`config.mk`:
```
export PLATFORM = sky130hd
export DESIGN_NAME = wb_master_mux
export DESIGN_NICKNAME = d
export VERILOG_FILES = /design/src/rtl/wb_mux_pkg.sv /design/src/rtl/wb_watchdog.sv /design/src/rtl/wb_master_mux.sv
export SDC_FILE = /design/constraint.sdc
export NUM_CORES = 1
export LEC_CHECK = 0
export BUFFER_PORTS_ARGS = -buffer_cell sky130_fd_sc_hd__buf_4
export CAP_MARGIN = 10
export CORE_ASPECT_RATIO = 0.6
export CORE_MARGIN = 10
export CORE_UTILIZATION = 25
export CTS_BUF_LIST = sky130_fd_sc_hd__clkbuf_4 sky130_fd_sc_hd__clkbuf_8 sky130_fd_sc_hd__clkbuf_16
export DETAILED_ROUTE_END_ITERATION = 8
export GPL_TIMING_DRIVEN = 0
export PLACE_DENSITY_LB_ADDON = 0.12
export SLEW_MARGIN = 20
export SYNTH_ARGS = -nofsm -noshare
export SYNTH_HDL_FRONTEND = slang
export SYNTH_HIERARCHICAL = 1
export SYNTH_SLANG_ARGS = --single-unit
```
`constraint.sdc`:
```
create_clock -name wb_clk -period 2.4 [get_ports wb_clk]
set_input_delay 0.48 -clock wb_clk [delete_from_list [all_inputs] [get_ports wb_clk]]
set_output_delay 0.48 -clock wb_clk [all_outputs]
set_load 0.02 [all_outputs]
```
`src/rtl/wb_mux_pkg.sv`:
```
// Shared types and constants for the Wishbone master mux and its watchdog.
package wb_mux_pkg;

    typedef enum logic [1:0] {
        ST_IDLE  = 2'd0,
        ST_BUSY  = 2'd1,
        ST_ABORT = 2'd2
    } mux_state_e;

    localparam int TO_CNT_W = 8;

    function automatic int wait_cnt_width(input int timeout);
        int w;
        w = $clog2(timeout + 1);
        return (w < 1) ? 1 : w;
    endfunction

endpackage

```
`src/rtl/wb_watchdog.sv`:
```
// Wait counter for one slave access; flags the cycle in which the access has
// been pending for the full TIMEOUT window.
module wb_watchdog
    import wb_mux_pkg::*;
#(
    parameter int TIMEOUT = 16
) (
    input  logic wb_clk,
    input  logic wb_rst_n,
    input  logic clear,
    input  logic tick,
    output logic expired
);

    localparam int CW = wait_cnt_width(TIMEOUT);

    logic [CW-1:0] count_q;
    logic [CW-1:0] count_d;
    logic [CW-1:0] base;

    // A clear and a tick in the same cycle start a new window that already
    // includes the current waiting cycle.
    always_comb begin
        base    = clear ? '0 : count_q;
        count_d = base + CW'(tick);
    end

    generate
        if (TIMEOUT == 0) begin : g_no_wd
            assign expired = 1'b0;
        end else begin : g_wd
            assign expired = tick & (base == CW'(TIMEOUT - 1));
        end
    endgenerate

    always_ff @(posedge wb_clk or negedge wb_rst_n) begin
        if (!wb_rst_n) begin
            count_q <= '0;
        end else begin
            count_q <= count_d;
        end
    end

endmodule

```
`src/rtl/wb_master_mux.sv`:
```
// Routes the arbiter-granted Wishbone classic master to the shared slave port
// and aborts slave accesses that hang past TIMEOUT cycles.
module wb_master_mux
    import wb_mux_pkg::*;
#(
    parameter int NUM_MASTERS = 2,
    parameter int SEL_W       = (NUM_MASTERS > 1) ? $clog2(NUM_MASTERS) : 1,
    parameter int AW          = 32,
    parameter int DW          = 32,
    parameter int TIMEOUT     = 16
) (
    input  logic                          wb_clk,
    input  logic                          wb_rst_n,
    input  logic [SEL_W-1:0]              arb_select,
    input  logic                          arb_active,
    input  logic [NUM_MASTERS*AW-1:0]     wbm_adr_i,
    input  logic [NUM_MASTERS*DW-1:0]     wbm_dat_i,
    input  logic [NUM_MASTERS*(DW/8)-1:0] wbm_sel_i,
    input  logic [NUM_MASTERS-1:0]        wbm_we_i,
    input  logic [NUM_MASTERS-1:0]        wbm_cyc_i,
    input  logic [NUM_MASTERS-1:0]        wbm_stb_i,
    output logic [DW-1:0]                 wbm_dat_o,
    output logic [NUM_MASTERS-1:0]        wbm_ack_o,
    output logic [NUM_MASTERS-1:0]        wbm_err_o,
    output logic [AW-1:0]                 wbs_adr_o,
    output logic [DW-1:0]                 wbs_dat_o,
    output logic [DW/8-1:0]               wbs_sel_o,
    output logic                          wbs_we_o,
    output logic                          wbs_cyc_o,
    output logic                          wbs_stb_o,
    input  logic [DW-1:0]                 wbs_dat_i,
    input  logic                          wbs_ack_i,
    input  logic                          wbs_err_i,
    output logic [TO_CNT_W-1:0]           timeout_count_o
);

    mux_state_e           state_q, state_d;
    logic [SEL_W-1:0]     sel_q;
    logic [TO_CNT_W-1:0]  tc_q, tc_d;

    logic [NUM_MASTERS-1:0] sel_oh;
    logic [AW-1:0]          adr_m;
    logic [DW-1:0]          dat_m;
    logic [DW/8-1:0]        bsel_m;
    logic                   we_m, cyc_m, stb_m;
    logic                   go, resp, tick, sel_changed;
    logic                   wd_clear, wd_expired;

    // Out-of-range select values decode to no master at all.
    generate
        for (genvar gi = 0; gi < NUM_MASTERS; gi++) begin : g_dec
            assign sel_oh[gi] = (arb_select == SEL_W'(gi));
        end
    endgenerate

    always_comb begin
        adr_m  = '0;
        dat_m  = '0;
        bsel_m = '0;
        we_m   = 1'b0;
        cyc_m  = 1'b0;
        stb_m  = 1'b0;
        for (int k = 0; k < NUM_MASTERS; k++) begin
            adr_m  = adr_m  | ({AW{sel_oh[k]}}     & wbm_adr_i[k*AW +: AW]);
            dat_m  = dat_m  | ({DW{sel_oh[k]}}     & wbm_dat_i[k*DW +: DW]);
            bsel_m = bsel_m | ({(DW/8){sel_oh[k]}} & wbm_sel_i[k*(DW/8) +: DW/8]);
            we_m   = we_m   | (sel_oh[k] & wbm_we_i[k]);
            cyc_m  = cyc_m  | (sel_oh[k] & wbm_cyc_i[k]);
            stb_m  = stb_m  | (sel_oh[k] & wbm_stb_i[k]);
        end
    end

    assign go          = arb_active & cyc_m;
    assign sel_changed = (arb_select != sel_q);

    assign wbs_adr_o = adr_m;
    assign wbs_dat_o = dat_m;
    assign wbs_sel_o = bsel_m;
    assign wbs_we_o  = we_m;
    // Reset gating keeps the slave quiet while reset is held even if a master drives cyc.
    assign wbs_cyc_o = wb_rst_n & go & (state_q != ST_ABORT);
    assign wbs_stb_o = wbs_cyc_o & stb_m;

    assign wbm_dat_o = wbs_dat_i;
    assign wbm_ack_o = sel_oh & {NUM_MASTERS{wbs_ack_i & wbs_stb_o}};
    assign wbm_err_o = sel_oh & {NUM_MASTERS{(wbs_err_i & wbs_stb_o) | (state_q == ST_ABORT)}};

    assign resp     = wbs_ack_i | wbs_err_i;
    assign tick     = wbs_stb_o & ~resp;
    assign wd_clear = (state_q != ST_BUSY) | ~go | sel_changed;

    wb_watchdog #(
        .TIMEOUT (TIMEOUT)
    ) u_watchdog (
        .wb_clk   (wb_clk),
        .wb_rst_n (wb_rst_n),
        .clear    (wd_clear),
        .tick     (tick),
        .expired  (wd_expired)
    );

    always_comb begin
        state_d = state_q;
        tc_d    = tc_q;
        unique case (state_q)
            ST_IDLE: begin
                if (tick) begin
                    state_d = wd_expired ? ST_ABORT : ST_BUSY;
                end
            end
            ST_BUSY: begin
                // A response on the limit cycle wins over the abort.
                if (!go || sel_changed) begin
                    state_d = ST_IDLE;
                end else if (wbs_stb_o && resp) begin
                    state_d = ST_IDLE;
                end else if (wd_expired) begin
                    state_d = ST_ABORT;
                end
            end
            ST_ABORT: begin
                state_d = ST_IDLE;
                if (tc_q != '1) begin
                    tc_d = tc_q + 1'b1;
                end
            end
            default: state_d = ST_IDLE;
        endcase
    end

    always_ff @(posedge wb_clk or negedge wb_rst_n) begin
        if (!wb_rst_n) begin
            state_q <= ST_IDLE;
            sel_q   <= '0;
            tc_q    <= '0;
        end else begin
            state_q <= state_d;
            sel_q   <= arb_select;
            tc_q    <= tc_d;
        end
    end

    assign timeout_count_o = tc_q;

endmodule

```
---- Yosys cells after proc, flatten, opt, wreduce, memory -nomap -nowiden ----
Index checks and enable logic that the tools add are counted.
word-level totals
  output and inout bits ................... 115
  word-level logic and storage cells ...... 63
  bits in registers ....................... 16
cells by class
  mux-type cells .......................... 7
  bitwise logic cells ..................... 35
  reductions and logical operators ........ 6
  equality and inequality tests ........... 9
  add/sub/neg operators ................... 2
operators with widths
  cell                                                             count
  32-bit bitwise AND                                               4
  32-bit bitwise OR                                                2
  1-bit bitwise AND                                                14
  2-bit two-way mux                                                5
  8-bit by 1-bit adder with 8-bit output, second input constant    1
  4-bit bitwise AND                                                2
  8-bit != test, second input constant                             1
  1-bit bitwise OR                                                 7
  5-bit by 1-bit adder with 5-bit output                           1
  5-bit by 4-bit == test with 1-bit output, second input constant  1
  5-bit two-way mux                                                1
  2-bit bitwise AND                                                2
  2-bit by 1-bit != test with 1-bit output, second input constant  2
  4-bit != test, second input constant                             1
  4-bit bitwise OR                                                 1
  2-bit one-hot mux with 2 select lines                            1
  2-bit AND reduction                                              2
  1-bit inverter                                                   3
  2-bit by 1-bit == test with 1-bit output, second input constant  1
  2-bit == test, second input constant                             1
  2-bit logical NOT                                                1
  2-bit != test, second input constant                             1
  1-bit logical AND                                                1
  1-bit logical NOT                                                1
  other kinds (2)                                                  2

---- Logic depth before layout (Yosys ltp) ----
Gate-level depths: netlist (run 1).
  word-level depth ........................ 14
  mapped depth ............................ 8
  depth with buffers taken out ............ 8

---- Cells and area by module ----
Netlist (run 1), hierarchy kept.
by module, submodules not included
  module         cells each  area each (µm²)  times used
  wb_master_mux  170         1,661.6          1
  wb_watchdog    21          255.2            1

---- Worst setup path after synthesis (run 1) ----
Ideal clock, no wire load.
  kind .................................... input-to-reg
  from .................................... in arb_select
  to ...................................... reg u_watchdog.count_q[4]
  arrival ................................. 1.911 ns
  required time ........................... 2.275 ns
  slack ................................... 0.364 ns
  path buffers ............................ 0
  stages on the path ...................... 8
  path through ............................ mux2_1 -> and3_2 -> nand2_1 -> nor3_1 -> ha_1 -> ha_1 -> nand3_1 -> mux2_4
on the way
  longest elaborated chain between the ends .. 9
  elaborated cells between the ends (all ways) .. 18
  those cells by class .................... add/sub (1); eq/ne (1); mux (1); bitwise (15)
RTL lines
  what                                        line                 text
  start: declaration                          wb_master_mux.sv:14  input logic [SEL_W-1:0] arb_select,
  1-bit inverter                              wb_master_mux.sv:52  assign sel_oh[gi] = (arb_select == SEL_W'(gi));
  1-bit bitwise AND                           wb_master_mux.sv:68  cyc_m = cyc_m | (sel_oh[k] & wbm_cyc_i[k]);
  1-bit bitwise OR                            wb_master_mux.sv:68
  1-bit bitwise AND                           wb_master_mux.sv:73  assign go = arb_active & cyc_m;
  1-bit bitwise AND (2 in a row)              wb_master_mux.sv:81  assign wbs_cyc_o = wb_rst_n & go & (state_q != ST_ABORT);
  1-bit bitwise AND (*)                       wb_master_mux.sv:82  assign wbs_stb_o = wbs_cyc_o & stb_m;
  1-bit bitwise AND (*)                       wb_master_mux.sv:89  assign tick = wbs_stb_o & ~resp;
  net tick                                    wb_master_mux.sv:46  logic go, resp, tick, sel_changed;
  5-bit by 1-bit adder with 5-bit output (*)  wb_watchdog.sv:25    count_d = base + CW'(tick);
  net u_watchdog.count_d[4]                   wb_watchdog.sv:18    logic [CW-1:0] count_d;
  end signal: assignment                      wb_watchdog.sv:40    count_q <= count_d;
  end: declaration                            wb_watchdog.sv:17    logic [CW-1:0] count_q;
The timed path passes the listed nets; every way through them passes the cells marked *.
A chain may end at the register's enable or synchronous reset.

---- Final worst setup path (run 1) ----
  from .................................... in arb_select
  to ...................................... out wbs_dat_o[10]
on the way
  longest elaborated chain between the ends .. 3
  elaborated cells between the ends (all ways) .. 4
  those cells by class .................... bitwise (4)
RTL lines
  what                   line                 text
  1-bit inverter         wb_master_mux.sv:52
  32-bit bitwise AND     wb_master_mux.sv:65  dat_m = dat_m | ({DW{sel_oh[k]}} & wbm_dat_i[k*DW +: DW]);
  32-bit bitwise OR (*)  wb_master_mux.sv:65
  end: declaration       wb_master_mux.sv:26  output logic [DW-1:0] wbs_dat_o,
Every way passes the cells marked *; elsewhere a longest branch is shown, timed or not.

==> flow_summary.ini, run 1 <==
[final_layout]
insertedDiodeCount = 0
drive_above_1_share_pct = 84.0
syn2layout_area_growth_pct = 114
finalNonFillerCells = 561
nNetsFinal = 641

[run]
cap_violations = 0

[cts]
cts_hold_buf = 0
htree_levels = 1
post_cts_buffers = 0
cts_buffer_depth = 2
cts_buffers = 3
cts_root_buf = clkbuf_16
clkSinkCount = 16
cts_tree = done
clk_latency_ps = 250
cts.clk_slew.worst_paths_ps = 50
cts-resized-gates = 0

[yosys]
yosys.area_share.simple_pct = 12.5
synth_top_family_by_area = multiplexers
synth-compound-area-share_pct = 1.37
synthMuxAreaShare_pct = 45.5
postSynthAreaPerCell_um2 = 10.0
ys_ff_latch = 16
synthXorXnorAreaFrac_pct = 2.74
ys_types = 28
syn-num-nets = 374
syn-instance-count = 191
synth_fa_ha_area_share_pct = 1.96
yosys_warnings = 6
ys_seq_area_share_pct = 20.9
synth_area_mm2 = 0.00192

[worst_setup_path]
critPathArrivalTime_ps = 1730
endpoint_kind = output pin
worstSetupStartpointType = primary input
crit_type = primary input to output pin
cp_data_required_time_ps = 1920
crit_fanout = 10

[power_and_ir_drop]
comb_power_share_pct = 54.1
p_sw_share_pct = 31.5
power_switching_uw = 436
internal_power_uw = 945
p_per_area_mw_per_mm2 = 336
power.share.sequential_pct = 19.7
p_clk_share_pct = 26.2
ir_worst_vdd_mv = 0.244
leakagePower_uw = 0.00219

[die]
die-area_mm2 = 0.0117
dieHeight_um = 87.8
start_util_pct = 26.1
die_w_um = 133
core_mm2 = 0.00736
pin_count = 295
rows = 24

[sta]
worst_pin_slew_ps = 319
rsz0062_at_grt = no
finalSetupViolations = 0
tns_ps = 0
skew_ps = 1.77
finalHoldViolations = 0
final_max_slew_viol_count = 0
fmax_mhz = 453
fin_crit_ps = 2210
post-route-period-util_pct = 91.9
slew_headroom_pct = 78.5

[outcome]
outcome = complete, no violations

[placed_design]
gp_congestion = 0.850
post-place-cells = 557
place_hpwl_um = 11100
portBuffers = 262

[grt]
grt_pass1_wl_um = 16400
antenna_found_initial = 0
overflow = 0
grt_max_degree = 19
grt_pass1_vias = 2583
track_usage_pct = 18.0

[detailed_routing]
drtIter0Drc = 100
wire_per_inst_um = 21.6
first_pass_iters = 4
viasPerCell = 4.29
totalWireLength_um = 12100
vias = 2405
drc_errors = 0
ant_nets = 0

[worst_hold_path]
hp-class = primary input to async pin
Yosys cell counts:
library cell	count	share of area, %
nand2_1	6	1.2
mux2_2	72	42
nor4b_2	1	0.78
o21ai_0	2	0.52
and3_2	1	0.39
nor2_1	7	1.4
a21oi_1	2	0.52
and4b_2	1	0.59
nor3_1	3	0.78
ha_1	3	2.0
nand3_1	4	1.0
buf_4	32	13
nor3b_1	2	0.78
and3_1	4	1.3
nor2b_1	6	2.0
nand4_1	3	0.98
xnor2_1	3	1.4
a31oi_1	1	0.33
mux2_4	2	1.6
inv_1	2	0.39
buf_2	8	2.1
mux2_1	1	0.59
xor2_1	3	1.4
mux2i_1	2	1.0
dfrtp_1	16	21
or2_2	1	0.33
and2b_1	1	0.39
nand2b_1	2	0.65
cell usage in the layout, fill, tap and decap left out, types with 2 or more instances in the layout:
cell / instances
a21oi_1: 2
and3_1: 4
buf_2: 8
buf_4: 294
clkbuf_16: 3
dfrtp_1: 16
ha_1: 3
inv_1: 2
mux2_2: 72
mux2_4: 2
mux2i_1: 2
nand2_1: 6
nand2b_1: 2
nand3_1: 4
nand4_1: 3
nor2_1: 7
nor2b_1: 6
nor3_1: 3
nor3b_1: 2
o21ai_0: 2
xnor2_1: 3
xor2_1: 3
power groups by stage:
stage / registers (uW) / logic (uW) / clock network [uW]
5_1_grt: 272 / 790 / 383
4_1_cts: 272 / 758 / 369
2_1_floorplan: 277 / 343 / 0
3_3_place_gp: 277 / 748 / 0
3_5_place_dp: 277 / 755 / 0
6_report: 272 / 747 / 361
worst paths after layout:
check | slack (ps) | from | depth (start not counted) | to
setup / recovery | 190 | arb_select | 5 | wbs_dat_o[10]
setup reg to reg | 400 | state_q[1] | 8 | u_watchdog/count_q[4]
min in group wb_clk | 390 | arb_select | 1 | sel_q
max in group asynchronous | 2110 | wb_rst_n | 1 | timeout_count_o[0]
hold reg to reg | 510 | timeout_count_o[5] | 1 | timeout_count_o[5]
hold / removal | 90 | wb_rst_n | 1 | state_q[0]
cell type report:
cell class / instances / area, um2
fill: 693 / 3250
timing repair buffer: 262 / 1970
multi-input combinational: 133 / 1230
sequential: 16 / 400
buffer: 40 / 280
tap: 104 / 130
clock buffer: 4 / 88.8
inverter: 2 / 7.51
through the flow:
stage / utilization, % / power (uW) / hold WS, ps / setup slack, ps / cell area [um2]
floorplan: - / 619 / 184 / 364 / 1920
global placement: 54.6 / 1020 / 359 / 62.6 / 4010
detailed placement: 54.6 / 1030 / 359 / 7.98 / 4010
CTS: 55.8 / 1400 / 97.9 / 153 / 4100
global route: 55.8 / 1440 / 106 / 41.5 / 4100
finish: 55.8 / 1380 / 90.5 / 194 / 4100
sequential cells by signal, indices dropped and copies added (netlist names):
signal              flops
u_watchdog/count_q      5
sel_q                   1
timeout_count_o         8
state_q                 2
cell families (layout without fill, tap and decap cells):
kind of cell,count (synthesis),after routing
AND/OR/NAND/NOR,42,42
AO/OA/AOI/OAI,5,5
flip-flops,16,16
multiplexers,77,77
buffers and inverters,42,308
adder cells (fa/ha/maj),3,3
XOR/XNOR,6,6
worst max-delay path: stages:
cell and delay, ps:
buf_4 120, buf_2 260, buf_2 310, mux2_2 390
buf_4 160
routing by layer:
metal / GRT usage (%) / routed length (um) / up-vias
li1: - / - / 1178
met1: 20.2 / 4610 / 1088
met2: 32.6 / 6300 / 133
met3: 7.37 / 1120 / 6
met4: 2.29 / 67 / 0
met5: 0 / 0 / -
(Power assumes the default switching activity.)
==> run 2, diff against run 1 <==
--- a/config.mk
+++ b/config.mk
@@ -7,12 +7,13 @@
 export LEC_CHECK = 0
 export BUFFER_PORTS_ARGS = -buffer_cell sky130_fd_sc_hd__buf_4
 export CAP_MARGIN = 10
+export CELL_PAD_IN_SITES_DETAIL_PLACEMENT = 1
+export CELL_PAD_IN_SITES_GLOBAL_PLACEMENT = 1
 export CORE_ASPECT_RATIO = 0.6
 export CORE_MARGIN = 10
-export CORE_UTILIZATION = 25
+export CORE_UTILIZATION = 19
 export CTS_BUF_LIST = sky130_fd_sc_hd__clkbuf_4 sky130_fd_sc_hd__clkbuf_8 sky130_fd_sc_hd__clkbuf_16
 export DETAILED_ROUTE_END_ITERATION = 8
-export GPL_TIMING_DRIVEN = 0
 export PLACE_DENSITY_LB_ADDON = 0.12
 export SLEW_MARGIN = 20
 export SYNTH_ARGS = -nofsm -noshare
==> constraint.sdc (replaced) <==
create_clock -name wb_clk -period 2.78 [get_ports wb_clk]
set_input_delay 0.556 -clock wb_clk [delete_from_list [all_inputs] [get_ports wb_clk]]
set_output_delay 0.556 -clock wb_clk [all_outputs]
set_load 0.02 [all_outputs]
==> run 2 against run 1 <==
Net effect: clock skew grew 1.3 ps; utilization shrank 19 points; flip-flop and latch count is the same; final cell count shrank 6.8%; clock power shrank 25%; final area shrank 11%; critical path depth shrank 1; power shrank 24%.
==> flow_summary.ini, run 2 (same netlist as run 1, synthesis figures left out) <==
[outcome]
outcome = complete, no violations

[final_layout]
largest_reg_flops = 8
syn2layout_area_growth_pct = 89.8
finalNonFillerCells = 523
insertedDiodeCount = 0
final_cell_mix = buf_4, mux2_2, dfrtp_1
mostFrequentLayoutCell = buf_4
drive_above_1_share_pct = 81.2
nNetsFinal = 573

[cts]
cts_tree = done
cts.clk_slew.worst_paths_ps = 50
cts-resized-gates = 0
cts_root_buf = clkbuf_16
cts_buffer_depth = 2
cts_hold_buf = 0
clk_latency_ps = 240
cts_buffers = 3
clkSinkCount = 16
post_cts_buffers = 0
htree_levels = 1

[sta]
worst_slack_ps = 402
fin_crit_ps = 2380
final_max_slew_viol_count = 0
post-route-period-util_pct = 85.5
fmax_mhz = 421
finalHoldViolations = 0
worst_pin_slew_ps = 669
slew_headroom_pct = 55.4
rsz0062_at_grt = no
hold_slack_ps = 273
finalSetupViolations = 0
tns_ps = 0
skew_ps = 3.04

[power_and_ir_drop]
p_per_area_mw_per_mm2 = 287
leakagePower_uw = 0.00186
ir_worst_vdd_mv = 0.183

[grt]
overflow = 0
antenna_found_initial = 0
gr-usage-met2_pct = 25.6
grt_max_degree = 54
grt_busiest_layer = met2
grt_use_met1_pct = 14.1
track_usage_pct = 14.0
grt_pass1_vias = 2444
grtUsageMet3_pct = 7.10
grt_pass1_wl_um = 15800

[placed_design]
place_hpwl_um = 9980
gp_congestion = 0.778
pre_cts_ws_ps = 357
post-place-cells = 520
portBuffers = 230

[die]
start_util_pct = 19.5
dieHeight_um = 97.8
die_w_um = 150
rows = 28
die-area_mm2 = 0.0146
core_mm2 = 0.00984
pin_count = 295

[detailed_routing]
drc_errors = 0
first_pass_iters = 3
drtIter0Drc = 43
ant_nets = 0
vias = 2158
viasPerCell = 4.13
totalWireLength_um = 11100
wire_per_inst_um = 21.2

[worst_setup_path]
max_stage_delay_ps = 540
crit_slowest_cell = buf_4
reg2reg_slack_ps = 760
crit-reg2reg-launch = state_q[1]
crit_chain = buf_4 -> buf_4 -> mux2_2 -> buf_4
endpoint_kind = output pin
cp_common_cell = buf_4
crit_buf_inv = 3
critPathArrivalTime_ps = 1820
crit_fanout = 53
cp_data_required_time_ps = 2220
crit_start = arb_select
worstSetupStartpointType = primary input
critPathTopFamily = buffers and inverters
crit_type = primary input to output pin

[worst_hold_path]
hp-class = primary input to async pin

[run]
cap_violations = 0
## run 2: cell count changes in the layout (fill, tap and decap cells not counted), sizes merged
cell,change
buf,-68
clkbuf,-1
## run 2: routing by layer
metal | part of all wire, % | routed length, um
met5 | 0 | 0
met4 | 1.1 | 125
met2 | 53 | 5830
met1 | 35 | 3870
met3 | 11 | 1230
## run 2: layout make-up
cell class / instances / area (um2)
Fill cell: 1138 / 6210
Timing Repair Buffer: 234 / 1760
Multi-Input combinational cell: 133 / 1230
Sequential cell: 16 / 400
Tap cell: 135 / 169
Clock buffer: 3 / 75.1
Inverter: 2 / 7.51
## run 2: final timing paths
check / end / cells past startpoint
worst max-delay path: wbs_sel_o[0] / 4
worst min-delay path: timeout_count_o[4] / 2
worst max register to register: u_watchdog/count_q[4] / 8
worst min register to register: timeout_count_o[5] / 1
max in group asynchronous: u_watchdog/count_q[4] / 2
min in group wb_clk: timeout_count_o[5] / 1
## run 2: through the flow
stage	util [%]	cell area, um2	total power [uW]
5_1_grt	36.9	3640	1100
4_1_cts	36.9	3640	1060
2_1_floorplan	-	1920	535
3_5_place_dp	36.2	3560	783
3_3_place_gp	36.2	3560	780
6_report	36.9	3640	1040
## run 2: report_power, final
part	total (uW)	internal, uW	switching [uW]
clock network	271	188	82.5
registers	235	235	0.660
logic	537	305	232
total	1040	727	315
## run 2: worst reg2reg max path: stages (launching register included)
cell and delay (ps):
dfrtp_1 430, nand2b_1 110, and3_2 210, nand2_1 100
nor3_1 230, ha_1 220, ha_1 190, nand3_1 110
mux2_4 310
